--- config.mk ---
export PLATFORM = sky130hd
export DESIGN_NAME = i2c_master_arbiter
export DESIGN_NICKNAME = d
export VERILOG_FILES = /design/src/rtl/i2c_pkg.sv /design/src/rtl/rr_arbiter.sv /design/src/rtl/i2c_master_arbiter.sv
export SDC_FILE = /design/constraint.sdc
export NUM_CORES = 1
export LEC_CHECK = 0
export CORE_ASPECT_RATIO = 0.6
export CORE_MARGIN = 2
export CORE_UTILIZATION = 41
export CTS_BUF_LIST = sky130_fd_sc_hd__clkbuf_16
export DETAILED_ROUTE_END_ITERATION = 7
export PLACE_DENSITY = 0.81
export SLEW_MARGIN = 20
export SYNTH_ARGS = -nofsm -noshare
export SYNTH_HDL_FRONTEND = slang
export SYNTH_SLANG_ARGS = --single-unit
--- constraint.sdc ---
create_clock -name sys_clock -period 4 [get_ports sys_clock]
set_clock_uncertainty 0.2 [all_clocks]
set_input_delay 0.6 -clock sys_clock [delete_from_list [all_inputs] [get_ports sys_clock]]
set_output_delay 0.6 -clock sys_clock [all_outputs]
set_load 0.01 [all_outputs]
--- src/rtl/i2c_pkg.sv ---
// Shared definitions for the I2C master sharing logic.
// Status word bit positions, command-word field offsets, arbiter FSM
// state encoding and small helpers for building and decoding words.
package i2c_pkg;

  // Status word returned by I2C_master and forwarded to requesters
  localparam int unsigned STAT_BUSY    = 31;
  localparam int unsigned STAT_NACK    = 30;
  localparam int unsigned STAT_TIMEOUT = 29;

  // Command word: {8'h00, slave_addr[7:0], reg_addr[7:0], data[7:0]}
  localparam int unsigned CMD_DATA_LSB  = 0;
  localparam int unsigned CMD_REG_LSB   = 8;
  localparam int unsigned CMD_SLAVE_LSB = 16;

  // Completion status reported when the bus never finishes
  localparam logic [31:0] TIMEOUT_STATUS = 32'h1 << STAT_TIMEOUT;

  typedef enum logic [2:0] {
    ST_IDLE,
    ST_ISSUE,
    ST_WAIT_BUSY,
    ST_WAIT_DONE,
    ST_RESPOND
  } arb_state_t;

  function automatic logic [31:0] cmd_word(input logic [7:0] slave_addr,
                                           input logic [7:0] reg_addr,
                                           input logic [7:0] data);
    logic [31:0] w;
    w = '0;
    w[CMD_SLAVE_LSB +: 8] = slave_addr;
    w[CMD_REG_LSB   +: 8] = reg_addr;
    w[CMD_DATA_LSB  +: 8] = data;
    return w;
  endfunction

  function automatic logic is_error(input logic [31:0] status);
    return status[STAT_NACK] | status[STAT_TIMEOUT];
  endfunction

endpackage

--- src/rtl/rr_arbiter.sv ---
// Combinational round-robin picker.
// Selects the first asserted request at or after ptr, wrapping modulo N.
//   req   : request vector
//   ptr   : highest-priority index this round
//   gnt   : one-hot grant (all zero when nothing requested)
//   idx   : binary index of the granted request
//   valid : at least one request present
module rr_arbiter #(
  parameter int unsigned N  = 4,
  parameter int unsigned IW = $clog2(N)
) (
  input  logic [N-1:0]  req,
  input  logic [IW-1:0] ptr,
  output logic [N-1:0]  gnt,
  output logic [IW-1:0] idx,
  output logic          valid
);

  logic [IW:0]   sum;
  logic [IW-1:0] cand;

  always_comb begin
    gnt   = '0;
    idx   = '0;
    valid = 1'b0;
    sum   = '0;
    cand  = '0;
    for (int unsigned k = 0; k < N; k++) begin
      // ptr + k folded back into 0..N-1 without a modulo operator
      sum = {1'b0, ptr} + (IW+1)'(k);
      if (sum >= (IW+1)'(N)) sum = sum - (IW+1)'(N);
      cand = sum[IW-1:0];
      if (!valid && req[cand]) begin
        valid     = 1'b1;
        gnt[cand] = 1'b1;
        idx       = cand;
      end
    end
  end

endmodule

--- src/rtl/i2c_master_arbiter.sv ---
// Round-robin arbiter and sequencer sharing one I2C_master between
// N_REQ requesters. Issues the winner's command word, follows the master
// busy flag to completion (bounded by a timeout) and returns the captured
// status to the winner with a one-cycle done pulse.
//   sys_clock, reset : clock, synchronous active-high reset
//   req, req_data    : per-requester request level and 32-bit command word
//   gnt, done        : one-hot ownership, one-cycle completion pulse
//   rsp_status       : completion status, valid from the done cycle on
//   m_ctrl_data      : command word to the master
//   m_wr_ctrl        : one-cycle start pulse to the master
//   m_status         : master status (31 busy, 30 NACK, 7:0 read data)
module i2c_master_arbiter
  import i2c_pkg::*;
#(
  parameter int unsigned N_REQ          = 4,
  parameter int unsigned TIMEOUT_CYCLES = 65535
) (
  input  logic                 sys_clock,
  input  logic                 reset,
  input  logic [N_REQ-1:0]     req,
  input  logic [32*N_REQ-1:0]  req_data,
  output logic [N_REQ-1:0]     gnt,
  output logic [N_REQ-1:0]     done,
  output logic [31:0]          rsp_status,
  output logic [31:0]          m_ctrl_data,
  output logic                 m_wr_ctrl,
  input  logic [31:0]          m_status
);

  localparam int unsigned IW      = $clog2(N_REQ);
  localparam logic [15:0] TO_LAST = 16'(TIMEOUT_CYCLES - 1);

  arb_state_t    state, state_nx;
  logic [IW-1:0] rr_ptr, rr_ptr_nx;
  logic [IW-1:0] owner, owner_nx;
  logic [15:0]   cnt, cnt_nx;
  logic [N_REQ-1:0] gnt_nx, done_nx;
  logic          wr_nx;
  logic [31:0]   ctrl_nx, rsp_nx;

  logic [N_REQ-1:0] req_eligible;
  logic [N_REQ-1:0] pick_gnt;
  logic [IW-1:0]    pick_idx;
  logic             pick_valid;

  // The owner's req is typically still high during its done cycle; masking
  // it here keeps that stale level from being granted a second time.
  assign req_eligible = req & ~done;

  rr_arbiter #(
    .N  (N_REQ),
    .IW (IW)
  ) u_rr_arbiter (
    .req   (req_eligible),
    .ptr   (rr_ptr),
    .gnt   (pick_gnt),
    .idx   (pick_idx),
    .valid (pick_valid)
  );

  always_comb begin
    state_nx  = state;
    rr_ptr_nx = rr_ptr;
    owner_nx  = owner;
    cnt_nx    = cnt;
    gnt_nx    = gnt;
    done_nx   = '0;
    wr_nx     = 1'b0;
    ctrl_nx   = m_ctrl_data;
    rsp_nx    = rsp_status;

    unique case (state)
      ST_IDLE: begin
        if (pick_valid) begin
          owner_nx = pick_idx;
          gnt_nx   = pick_gnt;
          for (int unsigned i = 0; i < N_REQ; i++) begin
            if (pick_gnt[i]) ctrl_nx = req_data[32*i +: 32];
          end
          state_nx = ST_ISSUE;
        end
      end

      ST_ISSUE: begin
        wr_nx    = 1'b1;
        cnt_nx   = '0;
        state_nx = ST_WAIT_BUSY;
      end

      ST_WAIT_BUSY: begin
        cnt_nx = cnt + 16'd1;
        if (cnt >= TO_LAST) begin
          rsp_nx   = TIMEOUT_STATUS;
          state_nx = ST_RESPOND;
        end else if (m_status[STAT_BUSY]) begin
          state_nx = ST_WAIT_DONE;
        end
      end

      ST_WAIT_DONE: begin
        cnt_nx = cnt + 16'd1;
        if (!m_status[STAT_BUSY]) begin
          rsp_nx               = m_status;
          rsp_nx[STAT_TIMEOUT] = 1'b0;
          state_nx             = ST_RESPOND;
        end else if (cnt >= TO_LAST) begin
          rsp_nx   = TIMEOUT_STATUS;
          state_nx = ST_RESPOND;
        end
      end

      ST_RESPOND: begin
        done_nx   = gnt;
        gnt_nx    = '0;
        rr_ptr_nx = (owner == IW'(N_REQ - 1)) ? '0 : owner + IW'(1);
        state_nx  = ST_IDLE;
      end

      default: state_nx = ST_IDLE;
    endcase
  end

  always_ff @(posedge sys_clock) begin
    if (reset) begin
      state       <= ST_IDLE;
      rr_ptr      <= '0;
      owner       <= '0;
      cnt         <= '0;
      gnt         <= '0;
      done        <= '0;
      m_wr_ctrl   <= 1'b0;
      m_ctrl_data <= '0;
      rsp_status  <= '0;
    end else begin
      state       <= state_nx;
      rr_ptr      <= rr_ptr_nx;
      owner       <= owner_nx;
      cnt         <= cnt_nx;
      gnt         <= gnt_nx;
      done        <= done_nx;
      m_wr_ctrl   <= wr_nx;
      m_ctrl_data <= ctrl_nx;
      rsp_status  <= rsp_nx;
    end
  end

endmodule

==> results list <==
* Status: completed
* Die footprint: around 13000 sq um
- For this run, the total global-route usage over all layers was measured as 0.246.
* IR drop worst, VDD: around 0.23 mV
- Total negative slack for setup checks: 0 ps
* Cell row count: 31
- After the flow finishes, the layout carries non-filler instances totaling about 1000.
- For this run, global-route usage on met3 was measured as 0.0791.
- Post-CTS timing repair inserted 0 buffers for setup.
- Hold Path Class: register to register
- Count of flip-flops with a built-in enable after synthesis: 0
- Global routing finished with a remaining overflow of 0.
- For this run, the top clock speed supported by timing is 270 MHz.
- Final-report max-slew violation count: 0
- Final standard cell area without fillers: 7860 sq um
- Synthesis-to-finish area growth: 57.2%
- Unrepaired setup endpoints after global routing: false
- Summed over all nets, the half-perimeter wirelength after detailed placement is 12.1 mm.
* Hold buffer count at cts: 0
- In the synthesized netlist the dominant register cell turns out to be dfxtp_1.
- Minimum hold slack: about 270 ps
* Count of placed standard cells including taps: slightly above 1000
- Area after DPL: 7550 sq um
- Number of global-route vias before repair: 5345
* Maximum capacitance violations: 0
* Endpoint arrival time on the critical path: 3740 ps
* Post-layout minimum cycle time: 3700 ps
- Final setup fails: 0
- The longest clock path from root to sink contains 2 buffers.
- Average wire per cell in the routed design: around 16 microns
* # port buffers: ~240
- By startpoint and endpoint, the worst setup path is classified as register to register.
- Busiest layer in global routing: met2
- The clock reaches the later pin of the worst-skew pair after between 300 and 400 ps.
- Dividing the final minimum period by the clock period gives 0.925.
- The initial antenna violation count was 0.
- Netlist area before placement: around 5000 sq um
* I/O pin total: 239
* Power, Total: around 2.9 mW
- Required @ worst endpoint: between 4000 and 5000 ps
* Clock tree from TritonCTS: done
* Detailed router's first-iteration violation count: a little under 400
- STA classifies the critical path endpoint as a register.
- Warning count from the yosys run: 0
* Maximum fanout encountered on the critical timing path: 64
- Number of nets with antenna violations after detailed routing: 0
- The sequential cells in the finished layout cover a total of 1920 sq um.
- Sequential area share after synthesis: 0.384
- Leakage power: around 2.8 nW
* Critical-path top delay cell: a2111oi_2
* Layout Utilization: 0.656
- Post-synth cell types: 49
- First-pass iteration count of the detailed router: 5
* Async set-or-reset flop fraction in the synthesized netlist: 0
- The analysis attributes to net switching a power of just under 0.9 mW.
- Die Y-Extent: about 90 microns
- Count of state elements after synthesis: 96
- The share of total power dissipated in combinational logic is 0.304.
- Headroom to the max-slew limit: 0.468
- Internal power comes to ~2.0 mW.
* CTS clk-pin slew, worst paths: approximately 80 ps
* Vias after detailed routing: 5817
* Power density over the cells: between 300 and 400 nW/um^2
- Largest net degree at the start of global routing: between 60 and 70
* Cell-by-cell trace of the critical path: inv_2 > ha_1 > or3_1 > a2111oi_2 > or2_2 > a221oi_1 > buf_4 > a41oi_4 > buf_12 > nor2_1 > a311oi_1
* Mean instance size in the synthesized netlist: about 7.5 sq um
* Number of buffers added by the clock tree synthesis step: 9
- Clock group share of total power: 0.305
* Area of the placeable core: between 10000 and 15000 sq um
- At the end of the flow, the number of nets in the layout was 1049.
- For this design, the sink count on the clock tree is 96.
* Area used by multi-input combinational logic: ~2900 sq um
- Switch share: 0.313
- Met2 capacity usage during global routing: 0.410
- In the global route stage, met1 resource usage came out at 0.314.
- Worst-case setup margin in the final layout: approximately 300 ps
- Routed vias/inst: 5.58
* Final wirelength: 16.7 mm
- Final Hold Fails: 0
* Number of gates resized after cts: 0
- At the end of routability-driven placement, the weighted congestion stood at 0.879.
* H-Tree Level Count: 3
- The initial utilization of the core area, before any placement, comes to 0.417.
- Across all register-to-register paths, the minimum setup slack is 300 ps.
- At the pin with the least slew margin, the transition time is a little under 800 ps.
* Number of antenna cells inserted: 0
- Prior to clock tree synthesis, the placed netlist has a worst setup slack of 161 ps.
- In the routed design, unresolved DRC markers number 0.
* Critical Path Source Type: register
- The root buffer cell chosen for the clock tree is clkbuf_16.
* Share of final-layout standard cells stronger than drive strength 1: 0.0536
- Sequential Power Share: 0.392
- The floorplan step set the die width to 147 microns.
- The filler cells instantiated in the layout total ~950.
* Number of nets in the synthesized netlist: 840
- After technology mapping, the gate count stands at approximately 660.
- Critical path's largest stage delay: 500 ps
- The first global-routing pass estimated between 20 and 30 mm of wire.
[registers in the layout, summed over array words and instances, names as in the netlist]
signal / flops
rr_ptr: 2
state: 3
m_wr_ctrl: 1
done: 4
owner: 2
m_ctrl_data: 32
cnt: 16
rsp_status: 32
gnt: 4
[logic make-up (layout without fill, tap and decap cells)]
family,count (synthesis),count (layout),share of synthesized area
AND/OR/NAND/NOR,343,343,0.298
AO/OA/AOI/OAI,154,154,0.233
flip-flops,96,96,0.384
buffers and inverters,56,270,0.0458
adder cells (fa/ha/maj),11,11,0.0275
multiplexers,3,3,0.0113
[power groups by stage]
stage | Combinational [mW] | Clock (mW) | Sequential [mW]
3_3_place_gp | 0.845 | 0 | 1.14
2_1_floorplan | 0.367 | 0 | 1.18
5_1_grt | 0.945 | 0.931 | 1.14
4_1_cts | 0.868 | 0.890 | 1.12
3_5_place_dp | 0.862 | 0 | 1.14
6_report | 0.869 | 0.872 | 1.12
[cell usage in the layout (no fill, tap or decap), types with 3 or more instances in the layout]
| cell | synthesis | final |
|---|---|---|
| a311o_1 | 32 | 32 |
| nor2_1 | 98 | 97 |
| a31oi_1 | 3 | 3 |
| nand2_1 | 146 | 146 |
| nand2b_1 | 8 | 8 |
| and2_1 | 7 | 7 |
| o211ai_1 | 3 | 3 |
| clkdlybuf4s50_1 | 0 | 236 |
| buf_12 | 0 | 6 |
| a21oi_1 | 47 | 47 |
| a221oi_1 | 3 | 3 |
| nor2b_1 | 7 | 6 |
| ha_1 | 11 | 11 |
| nor3_1 | 6 | 6 |
| or2_2 | 3 | 3 |
| nand3_1 | 43 | 43 |
| a211oi_1 | 5 | 5 |
| or3_1 | 5 | 5 |
| o21ai_0 | 13 | 13 |
| nand4_1 | 6 | 6 |
| buf_4 | 2 | 7 |
| a311oi_1 | 35 | 35 |
| clkbuf_16 | 0 | 9 |
| dfxtp_1 | 96 | 94 |
[Yosys cell counts, drive strengths merged (2+ instances only)]
cell type,count,share of area
buf,17,0.017
a211oi,6,0.010
a21oi,47,0.047
nand4,6,0.0075
clkbuf,35,0.026
nor3b,2,0.0030
ha,11,0.028
nor4,2,0.0025
a31oi,3,0.0038
o21ai,13,0.013
a311oi,35,0.061
or3,5,0.0063
and2,9,0.011
a221o,3,0.0060
nand2,146,0.11
mux4,2,0.0090
a311o,32,0.064
or2,3,0.0038
nand3,43,0.043
nor3,6,0.0060
nand2b,8,0.010
nor2b,7,0.0088
dfxtp,96,0.38
inv,4,0.0030
a221oi,3,0.0053
nor2,98,0.074
and3,2,0.0025
o211ai,3,0.0045
[cell type report]
class / instances / area share
multi-input combinational: 511 / 0.365
timing repair buffer: 250 / 0.323
sequential: 96 / 0.245
clock buffer: 9 / 0.0286
tap: 165 / 0.0263
clock inverter: 7 / 0.0103
inverter: 4 / 0.00191
[path summary, 6_finish.rpt]
| kind | start | to | cells past startpoint |
|---|---|---|---|
| max | rr_ptr[0] | m_ctrl_data[10] | 11 |
| min | rsp_status[14] | rsp_status[14] | 2 |
| max reg2reg | rr_ptr[0] | m_ctrl_data[10] | 11 |
| min reg2reg | rsp_status[14] | rsp_status[14] | 2 |
[critical path, delay by kind of cell, from the launching register on]
family / cells / cell delay (ps)
AOI/OAI and AO/OA: 4 / 1140
and+or+nand+nor: 3 / 730
buffers and inverters: 3 / 630
DFF: 1 / 450
adders and majority gates: 1 / 420
[per-layer routing]
metal	wire, microns	part of all wire
met1	7060	0.42
met2	7880	0.47
met3	1530	0.092
met4	260	0.016
met5	0	0
(Power assumes the default switching activity.)
